<file path="config.mk">
export PLATFORM = sky130hd
export DESIGN_NAME = peripheral_spram_mport_flat
export DESIGN_NICKNAME = d
export VERILOG_FILES = /design/src/rtl/peripheral_spram_mport_pkg.sv /design/src/rtl/peripheral_spram_mport_if.sv /design/src/rtl/peripheral_spram_mport_rr_arbiter.sv /design/src/rtl/peripheral_spram_mport.sv /design/src/flat_wrapper.sv
export SDC_FILE = /design/constraint.sdc
export NUM_CORES = 2
export LEC_CHECK = 0
export BUFFER_PORTS_ARGS = -buffer_cell sky130_fd_sc_hd__buf_2
export CAP_MARGIN = 30
export CELL_PAD_IN_SITES_DETAIL_PLACEMENT = 0
export CELL_PAD_IN_SITES_GLOBAL_PLACEMENT = 1
export CORE_MARGIN = 2
export CORE_UTILIZATION = 54
export DETAILED_ROUTE_END_ITERATION = 6
export PLACE_DENSITY_LB_ADDON = 0.1
export SLEW_MARGIN = 20
export SYNTH_ARGS = -nofsm -noshare
export SYNTH_HDL_FRONTEND = slang
export SYNTH_SLANG_ARGS = --single-unit
</file>
<file path="constraint.sdc">
create_clock -name soc_ram_clk -period 6.99 [get_ports soc_ram_clk]
set_input_delay 1.0485 -clock soc_ram_clk [delete_from_list [all_inputs] [get_ports soc_ram_clk]]
set_output_delay 1.0485 -clock soc_ram_clk [all_outputs]
set_load 0.05 [all_outputs]
</file>
<file path="src/rtl/peripheral_spram_mport_pkg.sv">
// peripheral_spram_pkg: shared types, limits and helpers for the multi-port RAM wrapper
package peripheral_spram_pkg;
  localparam int MAX_NCH = 8;
  localparam int MAX_BW = 64;
  typedef enum logic [1:0] {IDLE, CLEAR, READY} state_t;
  // never below 1 so the result can always size a vector
  function automatic int clog2(input int v);
    int r = 1;
    for (int i = 1; i < 32; i++) if ((1 << i) < v) r = i + 1;
    return r;
  endfunction
  function automatic logic wen_is_read(input logic [MAX_BW-1:0] wen);
    return &wen;
  endfunction
endpackage

</file>
<file path="src/rtl/peripheral_spram_mport_if.sv">
// peripheral_spram_mport_if: per-channel request bundle plus the shared read-return path
interface peripheral_spram_mport_if #(
  parameter int NCH = 2,
  parameter int DW = 16,
  parameter int AW = 7
);
  localparam int BW = DW / 8;
  logic [NCH-1:0] req, gnt, rvalid;
  logic [NCH*AW-1:0] addr;
  logic [NCH*DW-1:0] din;
  logic [NCH*BW-1:0] wen;
  logic [DW-1:0] dout;
  logic busy;
  modport master(output req, addr, din, wen, input gnt, rvalid, dout, busy);
  modport slave(input req, addr, din, wen, output gnt, rvalid, dout, busy);
endinterface

</file>
<file path="src/rtl/peripheral_spram_mport_rr_arbiter.sv">
// peripheral_spram_rr_arbiter: one-hot round-robin grant; search starts at the pointer
module peripheral_spram_rr_arbiter import peripheral_spram_pkg::*; #(
  parameter int NCH = 2,
  localparam int PW = clog2(NCH)
) (
  input  logic clk,
  input  logic rst_n,
  input  logic [NCH-1:0] req,
  input  logic busy,
  output logic [NCH-1:0] gnt,
  output logic [PW-1:0] win
);
  logic [PW-1:0] ptr, idx;
  logic found;
  always_comb begin
    win = ptr;
    idx = ptr;
    found = 1'b0;
    for (int k = 0; k < NCH; k++) begin
      idx = PW'((int'(ptr) + k) % NCH);
      if (!found && req[idx]) begin
        found = 1'b1;
        win = idx;
      end
    end
  end
  assign gnt = (found && !busy) ? NCH'(1) << win : '0;
  always_ff @(posedge clk or negedge rst_n)
    if (!rst_n) ptr <= '0;
    else if (|gnt) ptr <= (32'(win) == NCH - 1) ? '0 : win + 1'b1;
endmodule

</file>
<file path="src/rtl/peripheral_spram_mport.sv">
// peripheral_spram_mport: NCH-channel round-robin front end on one inferred single-port RAM.
// Define PERIPHERAL_SPRAM_MPORT_INIT_CLEAR_EN to zero the whole array after every reset.
module peripheral_spram_mport import peripheral_spram_pkg::*; #(
  parameter int NCH = 2,
  parameter int DW = 16,
  parameter int MEM_SIZE = 256,
  parameter int AW = 7
) (
  input logic soc_ram_clk,
  input logic soc_ram_rst_n,
  peripheral_spram_mport_if.slave bus
);
  localparam int BW = DW / 8;
  localparam int DEPTH = MEM_SIZE / BW;
  localparam int IW = clog2(DEPTH);
  localparam int PW = clog2(NCH);
  if (NCH < 1 || NCH > MAX_NCH || DW % 8 != 0) begin : g_bad_cfg
    $error("peripheral_spram_mport: unsupported NCH/DW");
  end
  logic [DW-1:0] mem [DEPTH];
  logic [PW-1:0] win;
  logic [AW-1:0] sel_addr;
  logic [DW-1:0] sel_din;
  logic [BW-1:0] sel_wen;
  logic [IW-1:0] idx, cnt;
  logic acc, is_rd, in_range, clr_we, busy;
  // grants are held off during reset as well as while clearing
  peripheral_spram_rr_arbiter #(.NCH(NCH)) u_arb (
    .clk(soc_ram_clk),
    .rst_n(soc_ram_rst_n),
    .req(bus.req),
    .busy(busy || !soc_ram_rst_n),
    .gnt(bus.gnt),
    .win(win)
  );
  assign bus.busy = busy;
  assign acc = |bus.gnt;
  assign sel_addr = bus.addr[win*AW +: AW];
  assign sel_din = bus.din[win*DW +: DW];
  assign sel_wen = bus.wen[win*BW +: BW];
  assign is_rd = wen_is_read({{(MAX_BW-BW){1'b1}}, sel_wen});
  assign in_range = 32'(sel_addr) < DEPTH;
  assign idx = sel_addr[IW-1:0];
  always_ff @(posedge soc_ram_clk)
    if (clr_we) mem[cnt] <= '0;
    else if (acc && !is_rd && in_range)
      for (int b = 0; b < BW; b++)
        if (!sel_wen[b]) mem[idx][b*8 +: 8] <= sel_din[b*8 +: 8];
  always_ff @(posedge soc_ram_clk or negedge soc_ram_rst_n)
    if (!soc_ram_rst_n) begin
      bus.rvalid <= '0;
      bus.dout <= '0;
    end else begin
      bus.rvalid <= (acc && is_rd) ? bus.gnt : '0;
      if (acc && is_rd) bus.dout <= in_range ? mem[idx] : '0;
    end
`ifdef PERIPHERAL_SPRAM_MPORT_INIT_CLEAR_EN
  state_t state, state_nxt;
  logic [IW-1:0] cnt_nxt;
  always_ff @(posedge soc_ram_clk or negedge soc_ram_rst_n)
    if (!soc_ram_rst_n) begin
      state <= CLEAR;
      cnt <= '0;
    end else begin
      state <= state_nxt;
      cnt <= cnt_nxt;
    end
  always_comb begin
    state_nxt = state;
    cnt_nxt = cnt;
    clr_we = state == CLEAR;
    busy = state != READY;
    if (state == IDLE) state_nxt = CLEAR;
    else if (state == CLEAR) begin
      cnt_nxt = cnt + 1'b1;
      state_nxt = (32'(cnt) == DEPTH - 1) ? READY : CLEAR;
    end
  end
`else
  assign busy = 1'b0;
  assign clr_we = 1'b0;
  assign cnt = '0;
`endif
endmodule
</file>
<file path="src/flat_wrapper.sv">
// flat-port wrapper written by rule: the top's interface ports become plain ports
module peripheral_spram_mport_flat import peripheral_spram_pkg::*;
#(
  parameter int NCH = 2,
  parameter int DW = 16,
  parameter int MEM_SIZE = 256,
  parameter int AW = 7
)
  (soc_ram_clk, soc_ram_rst_n, bus_req, bus_addr, bus_din, bus_wen, bus_gnt, bus_rvalid, bus_dout, bus_busy);
  peripheral_spram_mport_if #(.NCH(NCH), .DW(DW), .AW(AW)) bus_i ();
  input logic soc_ram_clk;
  input logic soc_ram_rst_n;
  input wire logic [$bits(bus_i.req)-1:0] bus_req;
  input wire logic [$bits(bus_i.addr)-1:0] bus_addr;
  input wire logic [$bits(bus_i.din)-1:0] bus_din;
  input wire logic [$bits(bus_i.wen)-1:0] bus_wen;
  output wire logic [$bits(bus_i.gnt)-1:0] bus_gnt;
  output wire logic [$bits(bus_i.rvalid)-1:0] bus_rvalid;
  output wire logic [$bits(bus_i.dout)-1:0] bus_dout;
  output wire logic [$bits(bus_i.busy)-1:0] bus_busy;
  assign bus_i.req = bus_req;
  assign bus_i.addr = bus_addr;
  assign bus_i.din = bus_din;
  assign bus_i.wen = bus_wen;
  assign bus_gnt = bus_i.gnt;
  assign bus_rvalid = bus_i.rvalid;
  assign bus_dout = bus_i.dout;
  assign bus_busy = bus_i.busy;
  peripheral_spram_mport #(.NCH(NCH), .DW(DW), .MEM_SIZE(MEM_SIZE), .AW(AW)) u_core (.soc_ram_clk(soc_ram_clk), .soc_ram_rst_n(soc_ram_rst_n), .bus(bus_i));
endmodule
</file>
==> results.yml <==
outcome:
  status: "finished, final reports clean"
layout:
  drive_above_1_share: 0.205
  fin_util: 0.651
  area_growth_pct: 19.4
  fillCellCount: 11000
  final_area_mm2: 0.0978
  final_cell_mix: "edfxtp_1 (2048), nand2_1 (898), buf_4 (683)"
  nets: 6287
  layoutNonFillerInstCount: 8406
  final_common_cell: "edfxtp_1"
logic_synthesis:
  ys_warn_count: 0
  synth_area_per_cell_um2: 14.9
  syn_nets: 5578
  synth-edff-count: 2048
  ys_ff_latch: 2098
  yosysUniqueCellTypes: 85
  post_synth_inst_count: 5511
  syn-cell-area_mm2: 0.0819
  synth_top_flop_cell: "edfxtp_1"
  ys_seq_area_frac: 0.766
  async_reset_ff_frac: 0.0238
critical_path:
  rr_endpoint: "u_core.bus.dout[13]"
  cp_slowest_cell: "fa_2"
  ff2ff_path_depth: 27
  cpLargestDelayFamily: "compound AO/OA/AOI/OAI gates"
  crit_start: "u_core.u_arb.ptr[5]"
  required_ns: 7.71
  critPathBufInv: 8
  cp.depth: 27
  cp_slowest_stage_delay_ns: 0.63
  crit_path_end_kind: "register"
  cpMostUsedCell: "buf_4"
  crit_end: "u_core.bus.dout[13]"
  cp.arrival_ns: 7.36
  timing.rr.start: "u_core.u_arb.ptr[5]"
  startpoint_type: "register"
  worstPathMaxFanout: 30
  r2r_slack_ns: 0.34
  path_class: "reg -> reg"
floorplanning:
  num_rows: 142
  dieHeight_um: 393
  die_area_mm2: 0.155
  num_io_pins: 75
  core_area_mm2: 0.150
  initial_core_util: 0.545
  die_width_um: 393
cts:
  clk_path_buf_depth: 3
  clk_pin_slew_ns: 0.06
  worstSkewPairLatency_ns: 0.84
  htree_levels: 4
  cts_root_buf: "clkbuf_16"
  ctsHoldBuffers: 0
  cts_tree: "built"
  cts_sinks: 2098
  cts_buffers: 206
detailed_routing:
  drt_iter0_drc: 8476
  finalWirelength_um: 269000
  drc: 0
  first_pass_iters: 6
  ant_nets: 0
  wl_per_cell_um: 32.0
  vias: 54500
  viasPerCell: 6.49
sta:
  setup_viol: 0
  fin_skew_ns: 0.0340
  slew_viol_final: 0
  tightest_slew_ns: 1.11
  fin_crit_sh: 0.951
  finalSetupTns_ns: 0
  hold_violations: 0
  slew-limit-headroom: 0.255
  period_needed_ns: 6.65
  fmax_mhz: 150
power:
  p_leak_uw: 0.0330
  power_frac_comb: 0.315
  peakVddDrop_uv: 299
  seq_power_share: 0.393
  netSwitchingPower_uw: 12700
  swShare: 0.343
  p_int_uw: 24400
  clkPwrFrac: 0.292
  power_per_cell_area_mw_per_mm2: 379
placement:
  dp_hpwl_um: 170000
  port_buffers: 73
  gp_congestion: 0.928
  place_inst: 8008
  dpl-instance-area_mm2: 0.0907
global_route:
  grt_pass1_vias: 51300
  track_usage: 0.342
  grt_pass1_wl_um: 379000
  grt_max_degree: 129
  antenna_found_initial: 9
  grt-ovfl-total: 0
job:
  cap_viol_max_count: 0
hold_path:
  hp-class: "in -> async"
[how the worst min path moves through the flow]
stage / startpoint / to / slack, ns / cells after the start
2_1_floorplan: u_core.u_arb.ptr[1] / u_core.u_arb.ptr[1] / 0.47 / 2
3_3_place_gp: u_core.u_arb.ptr[6] / u_core.u_arb.ptr[6] / 0.49 / 1
3_5_place_dp: u_core.u_arb.ptr[27] / u_core.u_arb.ptr[27] / 0.50 / 1
4_1_cts: soc_ram_rst_n / u_core.u_arb.ptr[11] / 0.45 / 2
5_1_grt: soc_ram_rst_n / u_core.u_arb.ptr[11] / 0.49 / 2
6_report: soc_ram_rst_n / u_core.u_arb.ptr[20] / 0.47 / 2
[cells by family (layout without fill, tap and decap cells)]
| logic type | after synthesis | after routing | share of synthesized area |
|---|---|---|---|
| xor+xnor | 9 | 9 | 0.000962 |
| mux | 246 | 246 | 0.0315 |
| simple gates | 1438 | 1438 | 0.0715 |
| flops | 2098 | 2098 | 0.766 |
| fa+ha+maj | 13 | 13 | 0.00235 |
| other cells | 1 | 5 | 0.0000458 |
| buf+inv | 375 | 1250 | 0.0198 |
| compound gates | 1331 | 1331 | 0.108 |
[layer usage]
layer	track usage	routed length [µm]	vias to the layer above
li1	-	-	22800
met1	0.505	107000	27700
met2	0.510	121000	3614
met3	0.0769	32900	473
met4	0.103	8210	6
met5	0	54	-
[metrics by stage]
step	power [µW]	setup slack [ns]	hold slack, ns
after detailed placement	25900	-0.288	0.503
after global placement	25800	-0.293	0.494
after floorplan	20000	-0.0651	0.471
after global routing	38000	-0.0860	0.486
final	37100	0.344	0.472
after CTS	36600	0.102	0.454
[cell usage after synthesis, types with 6 or more instances]
cell / instances / area share
mux2_2: 23 / 0.0032
ha_1: 9 / 0.0014
a21o_1: 7 / 0.00064
a21oi_1: 479 / 0.029
nor4_1: 54 / 0.0041
a2111oi_0: 80 / 0.0086
o31ai_1: 11 / 0.0010
a32oi_1: 7 / 0.00075
or4_1: 7 / 0.00064
nor2_1: 337 / 0.015
edfxtp_1: 2048 / 0.75
nand2_1: 901 / 0.041
a31oi_1: 32 / 0.0024
nand2b_1: 6 / 0.00046
dfrtp_1: 50 / 0.015
a221o_1: 23 / 0.0028
and2_1: 29 / 0.0022
o21ai_0: 169 / 0.010
a22o_1: 64 / 0.0068
and3_1: 7 / 0.00053
mux4_2: 7 / 0.0019
o211ai_1: 19 / 0.0017
nand4_1: 20 / 0.0015
buf_4: 7 / 0.00064
o2111ai_1: 8 / 0.00086
inv_1: 15 / 0.00069
nor3_1: 25 / 0.0015
a211oi_1: 29 / 0.0027
o221ai_1: 19 / 0.0020
o21bai_1: 6 / 0.00055
a22oi_1: 131 / 0.012
a211o_1: 6 / 0.00064
clkbuf_1: 145 / 0.0066
nand3_1: 32 / 0.0020
o32a_1: 6 / 0.00073
mux2i_1: 215 / 0.026
o22ai_1: 78 / 0.0060
a221oi_1: 73 / 0.0078
a222oi_1: 29 / 0.0035
buf_1: 68 / 0.0031
buf_2: 137 / 0.0084
[registers in the layout, summed over array words and instances (netlist names)]
| signal | count |
|---|---|
| u_core.bus.dout | 16 |
| u_core.mem | 2048 |
| u_core.bus.rvalid | 2 |
| u_core.u_arb.ptr | 32 |
[power by group through the flow]
stage                     logic, µW  registers [µW]  clock network, µW
after floorplan                4950           15100                  0
after global placement        11000           14800                  0
after detailed placement      11000           14900                  0
after CTS                     11100           14600              10900
after global routing          12100           14600              11400
final                         11700           14600              10800
[worst reg2reg max path, cell delays in order (launching register included)]
cell,delay [ns]
dfrtp_1,0.41
nand4_1,0.14
nor4_2,0.25
buf_4,0.15
a21oi_1,0.06
a21oi_1,0.14
o22ai_1,0.12
o31ai_1,0.10
inv_1,0.13
fa_1,0.56
ha_1,0.18
inv_1,0.07
fa_2,0.63
nand2_1,0.10
a2111oi_2,0.48
nor4_2,0.16
a21oi_4,0.18
buf_12,0.19
buf_12,0.22
buf_16,0.24
buf_4,0.26
nor2_1,0.11
buf_4,0.21
a222oi_1,0.45
o211ai_1,0.20
o311ai_1,0.23
nand4_1,0.24
o32a_1,0.33
[what timing repair did]
action,4_1_cts,5_1_grt
setup endpoints to repair,1,62
gates resized for setup,1,78
pin swaps,0,8
gates cloned,0,4
setup buffers,0,13
[final cells by class]
type	count	area [µm²]	area share
Sequential cell	2098	62800	0.642
Antenna cell	4	10.0	0.000102
Inverter	16	62.6	0.000640
Clock inverter	104	953	0.00975
Tap cell	2016	2520	0.0258
Timing Repair Buffer	860	7600	0.0777
Multi-Input combinational cell	3038	18300	0.187
Clock buffer	270	5570	0.0570
Note: power is estimated with default switching activity, not from simulation.
